### config.mk
export PLATFORM = sky130hd
export DESIGN_NAME = oc8051_ram_bitop
export DESIGN_NICKNAME = d
export VERILOG_FILES = /design/src/rtl/oc8051_ram_pkg.sv /design/src/rtl/oc8051_bit_map.sv /design/src/rtl/oc8051_ram_bitop.sv
export SDC_FILE = /design/constraint.sdc
export NUM_CORES = 1
export LEC_CHECK = 0
export BUFFER_PORTS_ARGS = -buffer_cell sky130_fd_sc_hd__buf_2
export CAP_MARGIN = 10
export CORE_MARGIN = 2
export CORE_UTILIZATION = 43
export CTS_CLUSTER_SIZE = 25
export DETAILED_ROUTE_END_ITERATION = 12
export PLACE_DENSITY = 0.68
export SLEW_MARGIN = 20
export SYNTH_ARGS = -nofsm -noshare
export SYNTH_HDL_FRONTEND = slang
export SYNTH_SLANG_ARGS = --single-unit
### constraint.sdc
create_clock -name clk -period 1.6 [get_ports clk]
set_input_delay 0.24 -clock clk [delete_from_list [all_inputs] [get_ports clk]]
set_output_delay 0.24 -clock clk [all_outputs]
set_load 0.02 [all_outputs]
### src/rtl/oc8051_ram_pkg.sv
// Shared encodings for the bit-addressable RAM front end.
// ST_CLR exists only when OC8051_RAM_CLR_EN is defined.
package oc8051_ram_pkg;

  typedef enum logic [1:0] {
    OP_RD   = 2'b00,
    OP_WR   = 2'b01,
    OP_BSET = 2'b10,
    OP_BCPL = 2'b11
  } op_e;

  typedef enum logic [2:0] {
    ST_IDLE = 3'd0,
    ST_RD   = 3'd2,
    ST_CAP  = 3'd3,
    ST_WB   = 3'd4,
`ifdef OC8051_RAM_CLR_EN
    ST_CLR  = 3'd1,
`endif
    ST_WR   = 3'd5
  } state_e;

  localparam logic [7:0] BIT_BASE = 8'h20;

  // Operation captured at the accept edge; addr is already the byte address.
  typedef struct packed {
    op_e        op;
    logic [7:0] addr;
    logic [7:0] wdata;
    logic [2:0] bit_idx;
    logic       bit_val;
  } req_t;

endpackage

### src/rtl/oc8051_bit_map.sv
// Combinational bit-address decode: low half maps into the 0x20..0x2F bit area,
// high half addresses the SFR byte whose low three address bits are zero.
module oc8051_bit_map
  import oc8051_ram_pkg::*;
(
  input  logic [7:0] bit_addr,
  output logic [7:0] byte_addr,
  output logic [2:0] bit_idx
);

  always_comb begin
    if (!bit_addr[7]) begin
      byte_addr = BIT_BASE + {4'h0, bit_addr[6:3]};
    end else begin
      byte_addr = {bit_addr[7:3], 3'b000};
    end
    bit_idx = bit_addr[2:0];
  end

endmodule

### src/rtl/oc8051_ram_bitop.sv
// Byte read/write and read-modify-write bit ops on a sync-read RAM; latency RD 3, WR 2, bit op 4.
// Requests are sampled only when idle; optional power-up clear via OC8051_RAM_CLR_EN.
module oc8051_ram_bitop
  import oc8051_ram_pkg::*;
(
  input  logic       clk,
  input  logic       rst,
  input  logic       req,
  input  logic [1:0] op,
  input  logic [7:0] addr,
  input  logic [7:0] bit_addr,
  input  logic [7:0] wdata,
  input  logic       bit_val,
  output logic       busy,
  output logic       ack,
  output logic [7:0] rdata,
  output logic       bit_out,
  output logic [7:0] ram_rd_addr,
  input  logic [7:0] ram_rd_data,
  output logic [7:0] ram_wr_addr,
  output logic [7:0] ram_wr_data,
  output logic       ram_wr
);

  state_e     state_q, state_d;
  req_t       cur_q, cur_d;
  logic       ack_q, ack_d;
  logic [7:0] rdata_q, rdata_d;
  logic       bit_out_q, bit_out_d;
  logic [7:0] ram_rd_addr_q, ram_rd_addr_d;
  logic       ram_wr_q, ram_wr_d;
  logic [7:0] ram_wr_addr_q, ram_wr_addr_d;
  logic [7:0] ram_wr_data_q, ram_wr_data_d;
`ifdef OC8051_RAM_CLR_EN
  logic [8:0] clr_cnt_q, clr_cnt_d;
`endif

  logic [7:0] map_byte;
  logic [2:0] map_idx;
  logic       old_bit;
  logic [7:0] new_byte;

  oc8051_bit_map u_bit_map (
    .bit_addr  (bit_addr),
    .byte_addr (map_byte),
    .bit_idx   (map_idx)
  );

  always_comb begin
    old_bit  = ram_rd_data[cur_q.bit_idx];
    new_byte = ram_rd_data;
    if (cur_q.op == OP_BSET) begin
      new_byte[cur_q.bit_idx] = cur_q.bit_val;
    end else begin
      new_byte[cur_q.bit_idx] = ~old_bit;
    end
  end

  always_comb begin
    state_d       = state_q;
    cur_d         = cur_q;
    ack_d         = 1'b0;
    rdata_d       = rdata_q;
    bit_out_d     = bit_out_q;
    ram_rd_addr_d = ram_rd_addr_q;
    ram_wr_d      = 1'b0;
    ram_wr_addr_d = ram_wr_addr_q;
    ram_wr_data_d = ram_wr_data_q;
`ifdef OC8051_RAM_CLR_EN
    clr_cnt_d     = clr_cnt_q;
`endif

    case (state_q)
      ST_IDLE: begin
        if (req) begin
          cur_d.op      = op_e'(op);
          cur_d.wdata   = wdata;
          cur_d.bit_val = bit_val;
          cur_d.bit_idx = map_idx;
          if (op_e'(op) == OP_RD || op_e'(op) == OP_WR) begin
            cur_d.addr = addr;
          end else begin
            cur_d.addr = map_byte;
          end
          if (op_e'(op) == OP_WR) begin
            ram_wr_d      = 1'b1;
            ram_wr_addr_d = addr;
            ram_wr_data_d = wdata;
            state_d       = ST_WR;
          end else begin
            ram_rd_addr_d = (op_e'(op) == OP_RD) ? addr : map_byte;
            state_d       = ST_RD;
          end
        end
      end
      ST_RD: begin
        state_d = ST_CAP;
      end
      // Read data is valid here; RD finishes, bit ops compute the modified byte.
      ST_CAP: begin
        if (cur_q.op == OP_RD) begin
          rdata_d   = ram_rd_data;
          bit_out_d = 1'b0;
          ack_d     = 1'b1;
          state_d   = ST_IDLE;
        end else begin
          rdata_d       = new_byte;
          bit_out_d     = old_bit;
          ram_wr_d      = 1'b1;
          ram_wr_addr_d = cur_q.addr;
          ram_wr_data_d = new_byte;
          state_d       = ST_WB;
        end
      end
      ST_WB: begin
        ack_d   = 1'b1;
        state_d = ST_IDLE;
      end
      ST_WR: begin
        rdata_d   = cur_q.wdata;
        bit_out_d = 1'b0;
        ack_d     = 1'b1;
        state_d   = ST_IDLE;
      end
`ifdef OC8051_RAM_CLR_EN
      // Counter bit 8 marks that all 256 clear writes have been issued.
      ST_CLR: begin
        if (clr_cnt_q[8]) begin
          state_d = ST_IDLE;
        end else begin
          ram_wr_d      = 1'b1;
          ram_wr_addr_d = clr_cnt_q[7:0];
          ram_wr_data_d = 8'h00;
          clr_cnt_d     = clr_cnt_q + 9'd1;
        end
      end
`endif
      default: begin
        state_d = ST_IDLE;
      end
    endcase
  end

  always_ff @(posedge clk) begin
    if (!rst) begin
`ifdef OC8051_RAM_CLR_EN
      state_q   <= ST_CLR;
      clr_cnt_q <= 9'd0;
`else
      state_q   <= ST_IDLE;
`endif
      cur_q         <= '0;
      ack_q         <= 1'b0;
      rdata_q       <= 8'h00;
      bit_out_q     <= 1'b0;
      ram_rd_addr_q <= 8'h00;
      ram_wr_q      <= 1'b0;
      ram_wr_addr_q <= 8'h00;
      ram_wr_data_q <= 8'h00;
    end else begin
`ifdef OC8051_RAM_CLR_EN
      clr_cnt_q <= clr_cnt_d;
`endif
      state_q       <= state_d;
      cur_q         <= cur_d;
      ack_q         <= ack_d;
      rdata_q       <= rdata_d;
      bit_out_q     <= bit_out_d;
      ram_rd_addr_q <= ram_rd_addr_d;
      ram_wr_q      <= ram_wr_d;
      ram_wr_addr_q <= ram_wr_addr_d;
      ram_wr_data_q <= ram_wr_data_d;
    end
  end

  assign busy        = (state_q != ST_IDLE);
  assign ack         = ack_q;
  assign rdata       = rdata_q;
  assign bit_out     = bit_out_q;
  assign ram_rd_addr = ram_rd_addr_q;
  assign ram_wr      = ram_wr_q;
  assign ram_wr_addr = ram_wr_addr_q;
  assign ram_wr_data = ram_wr_data_q;

endmodule

==> impl_metrics.py <==
metrics = {
    "critical_path": {
        "worstPathArrival_ns": 1.38,
        "start_kind": "flip-flop",
        "r2r_setup_slack_ns": 0.01,
        "endpoint_kind": "output port",
        "worst-setup-path-type": "reg -> out",
        "r2r_cells": 5,
        "r2r_start": "state_q[1]",
        "worstPathRequired_ns": 1.36,
        "critPathMaxFanout": 5,
        "r2r-end": "ram_rd_addr[7]",
    },
    "pwr": {
        "p_comb_frac": 0.237,
        "clkPwrFrac": 0.351,
        "p_leak_nw": 1.94,
        "peakVddDrop_uv": 558,
        "switching_share": 0.305,
        "power_density_mw_per_mm2": 960,
        "switching_power_mw": 1.26,
        "seqPwrFrac": 0.412,
        "p_int_mw": 2.88,
    },
    "final_layout": {
        "n_antenna_cell": 0,
        "layout.nets": 524,
        "final_cells": 593,
        "area_delta_synth_final_pct": 26.2,
        "layout-drive-gt1-share": 0.314,
    },
    "synth": {
        "synth_nets": 437,
        "synthSimpleGateAreaFrac": 0.211,
        "syn_inst": 399,
        "yosysWarnings": 0,
        "async_reset_ff_frac": 0,
        "synth_mux_area_frac": 0.0293,
        "synth_top_family_by_area": "compound AO/OA/AOI/OAI gates",
        "synth.distinct_cells": 46,
        "ys_seq_elements": 60,
        "synth-xor-area-share": 0.00256,
        "syn-cell-area_mm2": 0.00342,
        "synth.avg_cell_area_um2": 8.56,
        "yosysSeqAreaShare": 0.352,
        "synth-edff-count": 0,
        "synthAdderAreaFrac": 0,
        "synth_compound_area_frac": 0.340,
        "synth_flop_cell": "dfxtp_1",
    },
    "sta": {
        "worst_pin_slew_ns": 0.502,
        "clock_skew_ns": 0.00619,
        "final.min_clock_period_ns": 1.62,
        "timing.slew.headroom": 0.665,
        "fmax_ghz": 0.616,
        "setup_violations": 1,
        "grt_setup_unrepaired": "true",
        "hold_viol": 0,
        "slew_viol_final": 0,
        "fin_ws_ns": -0.0230,
        "finalCritPeriodShare": 1.01,
        "hold-worst-slack_ns": 0.146,
    },
    "status": {
        "outcome": "finished, violations left",
        "violations": "setup timing",
    },
    "place": {
        "gp_congestion": 0.869,
        "dp.cells": 574,
        "place_worst_setup_slack_ns": -0.0888,
        "io_buffers": 73,
        "hpwl_um": 6760,
    },
    "clock_network": {
        "htreeDepth": 3,
        "cts.sink_count": 60,
        "cts-root-buf": "clkbuf_8",
        "clock_latency_ns": 0.34,
        "path_clk_slew_ns": 0.07,
        "cts_buffer_depth": 2,
        "cts_inserted_buffers": 9,
        "cts_tree": "done",
    },
    "detailed_routing": {
        "drc": 0,
        "ant_nets": 0,
        "wl_per_cell_um": 15.5,
        "finalWirelength_um": 9160,
        "drt-pass1-iter-count": 4,
        "via_per_inst": 5.49,
        "drt-initial-drc-count": 252,
        "vias": 3258,
    },
    "die": {
        "die_h_um": 93.1,
        "rows": 32,
        "fp.coreArea_mm2": 0.00773,
        "die_area_mm2": 0.00867,
        "initial_utilization": 0.442,
        "dieWidth_um": 93.1,
        "io_pins": 74,
    },
    "hold_path": {
        "hold_path_end": "cur_q[1]",
        "min_from": "bit_addr[0]",
        "worstHoldPathType": "in -> reg",
        "whs_path_depth": 3,
    },
    "global_routing": {
        "grt_pass1_wl_um": 14700,
        "grt_max_degree": 27,
        "overflow": 0,
        "grt_use_total": 0.215,
        "antenna_found_initial": 0,
        "grt_pass1_vias": 2983,
    },
    "flow_run": {
        "drv_cap": 0,
    },
}
per-layer routing:
layer	global-route usage	part of all wire	vias up
met2	0.325	0.44	80
met3	0.0435	0.067	11
met1	0.309	0.49	1531
li1	-	-	1636
met5	0	0	-
met4	0.0674	0.011	0
flip-flops by register name (all words and copies together), names as in the netlist:
name,cells
rdata,8
ram_wr,1
bit_out,1
ack,1
cur_q,22
state_q,3
ram_rd_addr,8
ram_wr_addr,8
ram_wr_data,8
area by class of cell:
class | count | area (µm²)
fillers | 733 | 3420
multi-input cells | 294 | 2050
flip-flops and latches | 60 | 1210
repair buffers | 110 | 668
clock buffers | 13 | 169
well taps | 102 | 128
clock inverters | 3 | 43.8
inverters | 11 | 41.3
Yosys cell counts (4+ instances only):
master	n	area, µm²
nand2_1	70	263
dfxtp_1	60	1200
clkbuf_1	23	86.3
o21ai_0	23	115
o211a_1	20	200
a21oi_1	17	85.1
a21boi_0	16	120
nor2_1	16	60.1
nor2b_1	15	93.8
inv_1	11	41.3
o211ai_1	11	82.6
a31oi_1	10	62.6
mux2i_1	10	100
nand3_1	9	45.0
a311oi_4	8	210
nand3b_1	8	60.1
o2bb2ai_1	8	70.1
nand2b_1	7	43.8
nand4_1	7	43.8
a211oi_1	5	37.5
buf_2	5	25.0
a32oi_1	4	35.0
o221ai_1	4	35.0
worst max path at each step:
stage	from	endpoint	cells past startpoint
6_report	state_q[1]	busy	3
5_1_grt	state_q[1]	busy	3
4_1_cts	state_q[1]	busy	3
3_5_place_dp	state_q[0]	ram_wr_addr[2]	4
3_3_place_gp	state_q[0]	ram_wr_addr[1]	4
2_1_floorplan	state_q[1]	ram_wr_addr[6]	8
power groups by stage:
stage / Sequential [mW] / Combinational [mW] / Clock (mW)
CTS: 1.70 / 0.955 / 1.48
detailed placement: 1.74 / 0.931 / 0
finish: 1.71 / 0.981 / 1.45
global placement: 1.73 / 0.917 / 0
floorplan: 1.79 / 0.569 / 0
global route: 1.72 / 1.07 / 1.54
cell usage in the layout, fill, tap and decap left out, types with 2 or more instances in the layout:
master     Yosys  routed
a21oi_1       17      17
o2bb2ai_1      8       7
a211oi_1       5       5
nor4bb_1       2       2
nand3b_1       8       8
o21ai_0       23      20
a21boi_0      16      16
o311ai_1       1       4
dfxtp_1       60      55
dfxtp_2        0       4
a31oi_1       10      10
o211ai_1      11      11
inv_1         11      11
nor2b_1       15      14
a311oi_4       8       8
nand4_1        7       7
buf_4          1      33
buf_6          3       4
o21ai_1        0       3
nand2b_1       7       7
mux2i_1       10      10
nand3_1        9       8
clkbuf_8       0      12
a32oi_1        4       4
a2111oi_0      2       2
o221ai_1       4       4
buf_2          5      72
nor3b_1        3       2
nand2_1       70      69
o211a_1       20      20
and2_4         1       2
nor2_1        16      16
worst max-delay path, cell delays in order (launching register included):
cell and delay [ns]:
dfxtp_4 0.36, or3_4 0.43, buf_6 0.14, buf_6 0.12
per-stage QoR:
stage | total power, mW | instance area (µm²) | setup TNS, ns | utilization
after floorplan | 2.36 | 3430 | -1.39 | -
after global placement | 2.65 | 4000 | -0.380 | 0.517
after detailed placement | 2.67 | 4000 | -1.25 | 0.517
after CTS | 4.14 | 4240 | -0.107 | 0.549
after global routing | 4.33 | 4310 | -0.237 | 0.558
final | 4.14 | 4310 | -0.0230 | 0.558
logic make-up after synthesis:
family,after synthesis
compound gates,137
xor+xnor,1
buf+inv,46
flops,60
mux,10
simple gates,145
repair_timing:
item / in CTS / in global routing
setup buffers: 1 / 1
pin swaps: 1 / 5
resized for setup: 10 / 19
hold buffers: 0 / 0
cloned: 0 / 1
endpoints found under the setup margin: 23 / 34
(Power assumes the default switching activity.)
